`config.mk`:
```
export PLATFORM = sky130hd
export DESIGN_NAME = prior_encoder_seq_flat
export DESIGN_NICKNAME = d
export VERILOG_FILES = /design/src/rtl/prior_enc_pkg.sv /design/src/rtl/prior_encoder_seq_if.sv /design/src/rtl/prior_encoder_comb.sv /design/src/rtl/prior_encoder_seq.sv /design/src/flat_wrapper.sv
export SDC_FILE = /design/constraint.sdc
export NUM_CORES = 1
export LEC_CHECK = 0
export BUFFER_PORTS_ARGS = -buffer_cell sky130_fd_sc_hd__buf_2
export CAP_MARGIN = 20
export CORE_AREA = 2 2 39 41
export DETAILED_ROUTE_END_ITERATION = 16
export DIE_AREA = 0 0 41 43
export HOLD_SLACK_MARGIN = 0.1
export PLACE_DENSITY = 0.78
export RECOVER_POWER = 50
export SLEW_MARGIN = 20
export SYNTH_ARGS = -nofsm -noshare
export SYNTH_HDL_FRONTEND = slang
export SYNTH_SLANG_ARGS = --single-unit
```
`constraint.sdc`:
```
create_clock -name clk -period 2.3 [get_ports clk]
set_input_delay 0.46 -clock clk [delete_from_list [all_inputs] [get_ports clk]]
set_output_delay 0.46 -clock clk [all_outputs]
set_load 0.05 [all_outputs]
```
`src/rtl/prior_enc_pkg.sv`:
```
// prior_enc_pkg: shared constants, state encoding and helpers for the
// sequential priority encoder slice (prior_encoder_seq and friends).
package prior_enc_pkg;

   // Default number of request inputs.
   localparam int unsigned DEFAULT_N = 8;

   // Widest vector the onehot helper can produce; callers cast down to N bits.
   localparam int unsigned MAX_N = 256;

   // Presenter state; the state bit doubles as out_valid.
   typedef enum logic {
      ST_IDLE    = 1'b0,
      ST_PRESENT = 1'b1
   } state_t;

   // One-hot mask with bit idx set, or all-zero when idx is out of range.
   function automatic logic [MAX_N-1:0] onehot(input int unsigned idx, input int unsigned n);
      logic [MAX_N-1:0] m;
      m = '0;
      if (idx < n && idx < MAX_N) m[idx] = 1'b1;
      return m;
   endfunction

endpackage

```
`src/rtl/prior_encoder_seq_if.sv`:
```
// prior_encoder_seq_if: request/handshake bundle of prior_encoder_seq.
//   req_in, req_load : request vector and load strobe (master -> slave)
//   out_ack          : consumer accept (master -> slave)
//   out_idx, out_valid, pending, none : encoder outputs (slave -> master)
import prior_enc_pkg::*;

interface prior_encoder_seq_if #(
   parameter int unsigned N = DEFAULT_N
);
   localparam int unsigned W = $clog2(N);

   logic [N-1:0] req_in;
   logic         req_load;
   logic [W-1:0] out_idx;
   logic         out_valid;
   logic         out_ack;
   logic [N-1:0] pending;
   logic         none;

   modport master (
      output req_in, req_load, out_ack,
      input  out_idx, out_valid, pending, none
   );

   modport slave (
      input  req_in, req_load, out_ack,
      output out_idx, out_valid, pending, none
   );
endinterface

```
`src/rtl/prior_encoder_comb.sv`:
```
// prior_encoder_comb: combinational N-to-W priority encoder.
//   vec   : request vector
//   start : highest-priority position; search walks downward from here,
//           wrapping N-1 -> 0 (tie to N-1 for plain MSB-first priority)
//   idx   : first set position found (0 when vec is empty)
//   any   : vec has at least one bit set
import prior_enc_pkg::*;

module prior_encoder_comb #(
   parameter int unsigned N = DEFAULT_N,
   localparam int unsigned W = $clog2(N)
) (
   input  logic [N-1:0] vec,
   input  logic [W-1:0] start,
   output logic [W-1:0] idx,
   output logic         any
);

   // Scan from the furthest offset to the nearest so the nearest hit wins.
   always_comb begin
      int p;
      idx = '0;
      p   = 0;
      for (int k = int'(N) - 1; k >= 0; k--) begin
         p = int'(start) - k;
         if (p < 0) p = p + int'(N);
         if (vec[W'(p)]) idx = W'(p);
      end
   end

   assign any = |vec;

endmodule

```
`src/rtl/prior_encoder_seq.sv`:
```
// prior_encoder_seq: registered N-input priority encoder with a pending
// request store and a valid/ack output handshake.
//   clk   : rising-edge clock
//   reset : synchronous active-high reset
//   bus   : prior_encoder_seq_if.slave (req_in, req_load, out_ack in;
//           out_idx, out_valid, pending, none out, all outputs registered)
// Build option: define ROUND_ROBIN_EN for rotating priority (the served
// source becomes lowest priority); default is fixed MSB-first priority.
import prior_enc_pkg::*;

module prior_encoder_seq #(
   parameter int unsigned N = DEFAULT_N
) (
   input  logic                      clk,
   input  logic                      reset,
   prior_encoder_seq_if.slave        bus
);

   localparam int unsigned W = $clog2(N);

   state_t       state;
   logic [W-1:0] out_idx_q;
   logic [N-1:0] pending_q;
   logic         none_q;

   logic [N-1:0] served;
   logic [N-1:0] pend_next;
   logic [W-1:0] prio_idx;
   logic         any_next;
   logic [W-1:0] start;
   logic         ack_fire;

   assign ack_fire = (state == ST_PRESENT) && bus.out_ack;

   // Next pending value: clear the acknowledged bit, new requests win over the clear.
   always_comb begin
      served = '0;
      if (ack_fire) served = N'(onehot(32'(out_idx_q), N));
      pend_next = (pending_q & ~served) | (bus.req_load ? bus.req_in : '0);
   end

`ifdef ROUND_ROBIN_EN
   logic [W-1:0] rr_ptr;

   // Rotating pointer: after serving k, search starts just below k.
   always_ff @(posedge clk) begin
      if (reset) begin
         rr_ptr <= W'(N - 1);
      end else if (ack_fire) begin
         rr_ptr <= (out_idx_q == '0) ? W'(N - 1) : out_idx_q - W'(1);
      end
   end

   assign start = rr_ptr;
`else
   assign start = W'(N - 1);
`endif

   prior_encoder_comb #(.N(N)) u_enc (
      .vec   (pend_next),
      .start (start),
      .idx   (prio_idx),
      .any   (any_next)
   );

   // Presenter FSM: the index is latched on entry or after each ack and held while stalled.
   always_ff @(posedge clk) begin
      if (reset) begin
         state     <= ST_IDLE;
         out_idx_q <= '0;
         pending_q <= '0;
         none_q    <= 1'b1;
      end else begin
         pending_q <= pend_next;
         none_q    <= ~any_next;
         case (state)
            ST_IDLE: begin
               if (any_next) begin
                  out_idx_q <= prio_idx;
                  state     <= ST_PRESENT;
               end
            end
            ST_PRESENT: begin
               if (bus.out_ack) begin
                  if (any_next) out_idx_q <= prio_idx;
                  else          state     <= ST_IDLE;
               end
            end
         endcase
      end
   end

   assign bus.out_idx   = out_idx_q;
   assign bus.out_valid = (state == ST_PRESENT);
   assign bus.pending   = pending_q;
   assign bus.none      = none_q;

endmodule

```
`src/flat_wrapper.sv`:
```
// flat-port wrapper written by rule: the top's interface ports become plain ports
module prior_encoder_seq_flat 
#(
   parameter int unsigned N = DEFAULT_N
)
  (clk, reset, bus_req_in, bus_req_load, bus_out_ack, bus_out_idx, bus_out_valid, bus_pending, bus_none);
  prior_encoder_seq_if #(.N(N)) bus_i ();
  input  logic clk;
  input  logic reset;
  input wire logic [$bits(bus_i.req_in)-1:0] bus_req_in;
  input wire logic [$bits(bus_i.req_load)-1:0] bus_req_load;
  input wire logic [$bits(bus_i.out_ack)-1:0] bus_out_ack;
  output wire logic [$bits(bus_i.out_idx)-1:0] bus_out_idx;
  output wire logic [$bits(bus_i.out_valid)-1:0] bus_out_valid;
  output wire logic [$bits(bus_i.pending)-1:0] bus_pending;
  output wire logic [$bits(bus_i.none)-1:0] bus_none;
  assign bus_i.req_in = bus_req_in;
  assign bus_i.req_load = bus_req_load;
  assign bus_i.out_ack = bus_out_ack;
  assign bus_out_idx = bus_i.out_idx;
  assign bus_out_valid = bus_i.out_valid;
  assign bus_pending = bus_i.pending;
  assign bus_none = bus_i.none;
  prior_encoder_seq #(.N(N)) u_core (.clk(clk), .reset(reset), .bus(bus_i));
endmodule
```
Word level (Yosys, flattened, before mapping) --
Cells that the tools add are included.
Word-level totals: bits in registers 13, input port bits 12, logic and storage cells 28
Operators by class: magnitude comparators 2, eq/ne operators 1, muxes and demuxes 13, bitwise gates (word level) 5, reductions and logical operators 3
Operator list (number):
- two-way mux 8 bit | 2
- two-way mux 3 bit | 4
- < comparator 3 x 9 -> 1 bit (second input constant) | 1
- AND 8 bit | 1
- inverter 8 bit | 1
- bitwise OR 8 bit | 1
- OR reduction 8 bit | 1
- case mux 3 bit (2 select lines) | 1
- two-way mux 1 bit | 4
- demux 1 bit (select 3 bit) | 1
- >= comparator 3 x 1 -> 1 bit (second input constant) | 1
- logical AND 1 bit | 2
- != test 2 bit (second input constant) | 1
- inverter 1 bit | 2
- case mux 1 bit (2 select lines) | 1

Logic depth before layout (Yosys ltp) --
depth in word-level cells 14, depth in mapped cells 6

Cells and area by module --
A second synthesis with hierarchy kept.
Second synthesis, totals: cells, all modules 151, area total of the unflattened synthesis 1431.4 sq um
Modules (own cells, without submodules):
- prior_encoder_comb | instances 1, cells an instance 84, area an instance 835.8 sq um, seq. area each 0.0 sq um
- prior_encoder_seq | instances 1, cells an instance 67, area an instance 595.6 sq um, seq. area each 260.2 sq um

Worst setup path before layout --
Ideal clock, no wire load.
kind reg-to-reg, from register u_core.state, in the netlist u_core.bus.out_valid, to register u_core.out_idx_q[0], in the netlist u_core.bus.out_idx[0], setup time 0.124 ns, arrival 1.513 ns, slack 0.662 ns, cell stages (with the launch flop) 6, path through dfxtp_1 nor4bb_4 o2111a_2 nand4_1 a21oi_1 a211oi_1
Between the ends: word-level cells in the longest chain between the ends 11, elaborated cells between the ends (all ways) 14
RTL lines:
- start, declared | RTL line prior_encoder_seq.sv:21 | state_t state;
- start signal, assigned | RTL line prior_encoder_seq.sv:69 | state <= ST_IDLE;
- start signal, assigned | RTL line prior_encoder_seq.sv:80 | state <= ST_PRESENT;
- start signal, assigned | RTL line prior_encoder_seq.sv:86 | else state <= ST_IDLE;
- logical AND 1 bit | RTL line prior_encoder_seq.sv:33 | assign ack_fire = (state == ST_PRESENT) && bus.out_ack;
- two-way mux 8 bit | RTL line prior_encoder_seq.sv:38 | if (ack_fire) served = N'(onehot(32'(out_idx_q), N));
- inverter 8 bit | RTL line prior_encoder_seq.sv:39 | pend_next = (pending_q & ~served) | (bus.req_load ? bus.req_in : '0);
- AND 8 bit | RTL line prior_encoder_seq.sv:39
- bitwise OR 8 bit | RTL line prior_encoder_seq.sv:39
- two-way mux 1 bit | RTL line prior_encoder_comb.sv:27 | if (vec[W'(p)]) idx = W'(p);
- two-way mux 3 bit (2 in a row) | RTL line prior_encoder_comb.sv:27
- two-way mux 3 bit | RTL line prior_encoder_seq.sv:78, prior_encoder_seq.sv:85
- two-way mux 3 bit | RTL line prior_encoder_seq.sv:84 | if (bus.out_ack) begin
- case mux 3 bit (2 select lines) | RTL line prior_encoder_seq.sv:76 | case (state)
- end signal, assigned | RTL line prior_encoder_seq.sv:79 | out_idx_q <= prio_idx;
- end signal, assigned | RTL line prior_encoder_seq.sv:85 | if (any_next) out_idx_q <= prio_idx;
- end, declared | RTL line prior_encoder_seq.sv:22 | logic [W-1:0] out_idx_q;
Several ways; a longest one is shown, not always the timed one. The select of a mux whose other input is x is not followed. A chain may end at the register's enable or synchronous reset.

Final worst setup path --
from register u_core.pending_q[6], in the netlist u_core.bus.pending[6], to output bus_pending[6]
RTL lines:
- start, declared | RTL line prior_encoder_seq.sv:23 | logic [N-1:0] pending_q;
- start signal, assigned | RTL line prior_encoder_seq.sv:74 | pending_q <= pend_next;
- end, declared | RTL line flat_wrapper.sv:15 | output wire logic [$bits(bus_i.pending)-1:0] bus_pending;
No word-level cell between the ends.

==> reports/results.md <==
| Parameter | Reported |
| --- | --- |
| Average instance area after synthesis | 9.33 um2 |
| Number of max-cap violations | 0 |
| Standard cell area after detailed placement | 632 um2 |
| Global Route Usage Sum | 15.1% |
| Power per Cell Area | 839 mW/mm2 |
| Critical path origin | u_core.bus.pending[6] |
| Unique cell type count in the Yosys netlist | 21 |
| Total internal power | 0.355 mW |
| Share of total power consumed by net switching | 33.7% |
| Number of clock sinks | 12 |
| Count of vias placed by the detailed router | 515 |
| Maximum clock frequency | 643 MHz |
| Starting utilization of the core area | 37.1% |
| ANT cells | 0 |
| Remaining antenna violation count after routing | 0 |
| TritonCTS clock tree | done |
| Final WL | 1170 um |
| Number of I/O pins | 25 |
| Clock Pin Slew Worst Setup and Hold Paths | 0.07 ns |
| Number of cells traversed by the worst hold path | 3 |
| Drt drc | 0 |
| Final RePlAce weighted congestion | 0.823 |
| Number of global-route vias before repair | 443 |
| Placement Rows | 14 |
| Part of the total power dissipated in sequential elements | 44.4% |
| RSZ-0062 raised after global routing | false |
| Critical path, cell by cell | clkbuf_1 |
| Category of the worst setup path capture point | output pin |
| Cell with the largest stage delay on the worst path | sky130_fd_sc_hd__clkbuf_1 |
| Most common cell after layout, fill and taps aside | sky130_fd_sc_hd__buf_2 |
| Die Y | 43 um |
| Endpoint of the most critical register-to-register path | u_core.bus.out_idx[0] |
| Post-CTS Resized | 0 |
| Delay of the slowest critical-path stage | 0.47 ns |
| Netlist area before placement | 513 um2 |
| Clock network power share | 31.9% |
| TritonCTS Buffers | 3 |
| Worst ir drop on vdd | 0.344 mV |
| Share of the synthesized area in the top cell type | 46.8% |
| Area Growth Syn to Fin | 24.4% |
| Kind of cell adding the most delay to the critical path | buffers and inverters |
| Floorplan die area | 0.00176 mm2 |
| Pin slew with the least headroom to its limit | 0.590 ns |
| Number of buffers on the longest clock path | 2 |
| Finished Cell Area | 638 um2 |
| Count of endpoints failing setup in the final report | 0 |
| Root buf cell | sky130_fd_sc_hd__clkbuf_4 |
| Clock period minus worst slack | 1.55 ns |
| Worst Path Buf+Inv | 1 |
| Number of max-slew violations in the final report | 0 |
| Commonest cells after routing, fill and taps aside | 19 x sky130_fd_sc_hd__buf_2, 12 x sky130_fd_sc_hd__dfxtp_1, 8 x sky130_fd_sc_hd__a21oi_1, 8 x sky130_fd_sc_hd__nor2_1 |
| Worst skew pair latency | 0.28 ns |
| Outcome | completed |
| Quantity of hold-fixing buffers added after cts | 0 |
| Starting DRC count in detailed routing | 12 |
| Overall die width | 41 um |
| Required time of the critical path | 1.84 ns |
| Count of warnings emitted by yosys | 0 |
| Path type of the worst setup path | register to output pin |
| Worst Path Max Fanout | 3 |
| Crit path arrival time | 1.09 ns |
| Number of nets in the layout | 92 |
| Drt pass-1 iters | 4 |
| Worst clock skew | 0.00984 ns |
| Vias per cell | 5.42 |
| Global-route wire length before repair | 1770 um |
| Number of storage elements in the synthesis netlist | 12 |
| CP Capture Point | bus_pending[6] |
| Area of the placeable core | 0.00138 mm2 |
| Layout cells sized above 1 | 30.4% |
| Average wire per cell in the routed design | 12.3 um |
| Period Utilization, post-route | 67.6% |
| Leakage | 0.288 nW |
| Port-buffer cells | 23 |
| Startpoint types | register |
| Number of instances in the synthesized netlist | 55 |
| Worst max-slew margin expressed relative to the limit | 60.8% |
| P_sw | 0.180 mW |
| Setup_tns | 0 ns |
| Top cell type by total area after synthesis | sky130_fd_sc_hd__dfxtp_1 |
| Worst-case register-to-register setup slack | 0.81 ns |
| Cells on worst reg2reg path | 5 |
| Startpoint of the worst-slack reg-to-reg timing path | u_core.bus.out_valid |
| Total gr overflow | 0 |
| # Post-CTS Setup Buffers | 0 |
| Synth top area cells | sky130_fd_sc_hd__dfxtp_1 47%, sky130_fd_sc_hd__a21oi_1 7.8%, sky130_fd_sc_hd__nor2_1 5.9%, sky130_fd_sc_hd__a22oi_2 4.9%, sky130_fd_sc_hd__nand2b_1 4.9% |
| Number of nets in the synthesized netlist | 67 |
| Class of the tightest hold or removal check | primary input to register |
| Number of antenna violations at the first check in global routing | 0 |
| Htree depth | 1 |
| Combinational cell fraction of total power | 23.7% |
| HPWL after detailed placement | 881 um |
| Endpoints failing hold | 0 |
| Critical path depth | 1 |
| Sequential element share of the synthesized area | 46.8% |
| Maximum number of pins on one net before global-route repair | 13 |
-- metal layers --
metal,global-route usage [%],part of all wire [%],vias to the layer above
met4,11.3,2.0,0
met2,23.8,50,20
met5,0,0,-
met1,16.6,42,243
met3,3.14,6.1,3
li1,-,-,249
-- cells in the mapped netlist --
master	number
sky130_fd_sc_hd__conb_1	1
sky130_fd_sc_hd__nor2_1	8
sky130_fd_sc_hd__nor4_1	1
sky130_fd_sc_hd__nand4b_1	2
sky130_fd_sc_hd__a22oi_2	2
sky130_fd_sc_hd__buf_2	1
sky130_fd_sc_hd__and3_1	1
sky130_fd_sc_hd__a211oi_1	1
sky130_fd_sc_hd__nand4_1	2
sky130_fd_sc_hd__o41ai_1	1
sky130_fd_sc_hd__o2111a_2	1
sky130_fd_sc_hd__buf_4	1
sky130_fd_sc_hd__a21oi_1	8
sky130_fd_sc_hd__inv_1	1
sky130_fd_sc_hd__nand2_1	4
sky130_fd_sc_hd__a21bo_1	1
sky130_fd_sc_hd__nand2b_1	4
sky130_fd_sc_hd__clkbuf_1	1
sky130_fd_sc_hd__nor4bb_4	1
sky130_fd_sc_hd__a22oi_1	1
sky130_fd_sc_hd__dfxtp_1	12
-- power groups by stage --
stage                     registers, mW  logic (mW)  clock network [mW]
after floorplan                   0.297      0.0468                   0
after global placement            0.243       0.132                   0
final                             0.238       0.127               0.171
after global routing              0.241       0.136               0.184
after CTS                         0.240       0.134               0.174
after detailed placement          0.245       0.133                   0
-- how the worst min path moves through the flow --
| stage | from | to |
|---|---|---|
| 3_3_place_gp | u_core.bus.pending[0] | u_core.bus.pending[0] |
| 2_1_floorplan | reset | u_core.bus.out_idx[0] |
| 3_5_place_dp | u_core.bus.pending[7] | u_core.bus.pending[7] |
| 6_report | bus_req_in[7] | u_core.bus.pending[7] |
| 4_1_cts | bus_req_in[7] | u_core.bus.pending[7] |
| 5_1_grt | bus_req_in[7] | u_core.bus.pending[7] |
-- metrics by stage --
| step | worst slack, ns | cells | util (%) | total power, mW | hold WS (ns) |
|---|---|---|---|---|---|
| 2_1_floorplan | 0.662 | 55 | - | 0.344 | 0.533 |
| 3_3_place_gp | 0.673 | 91 | 45.7 | 0.375 | 0.466 |
| 3_5_place_dp | 0.639 | 91 | 45.7 | 0.378 | 0.480 |
| 4_1_cts | 0.761 | 95 | 48.3 | 0.547 | 0.433 |
| 5_1_grt | 0.653 | 95 | 46.1 | 0.561 | 0.448 |
| 6_report | 0.746 | 95 | 46.1 | 0.535 | 0.441 |
-- final cells by class --
| class | count | area [um2] |
|---|---|---|
| Sequential cell | 12 | 240 |
| Multi-Input combinational cell | 39 | 228 |
| Inverter | 1 | 3.75 |
| Timing Repair Buffer | 23 | 110 |
| Fill cell | 143 | 746 |
| Tap cell | 16 | 20.0 |
| Clock buffer | 4 | 36.3 |
-- sequential cells by signal (all words and copies together) (netlist names) --
signal	flops
u_core.bus.none	1
u_core.bus.out_idx	2
u_core.bus.out_valid	1
u_core.bus.pending	8
-- logic make-up (layout without fill, tap and decap cells) --
group / Yosys count / count (layout) / share of synthesized area (%)
compound gates: 15 / 15 / 21.7
other cells: 1 / 1 / 0.731
flops: 12 / 12 / 46.8
buf+inv: 4 / 28 / 3.90
simple gates: 23 / 23 / 26.8
Note: power is estimated with default switching activity, not from simulation.
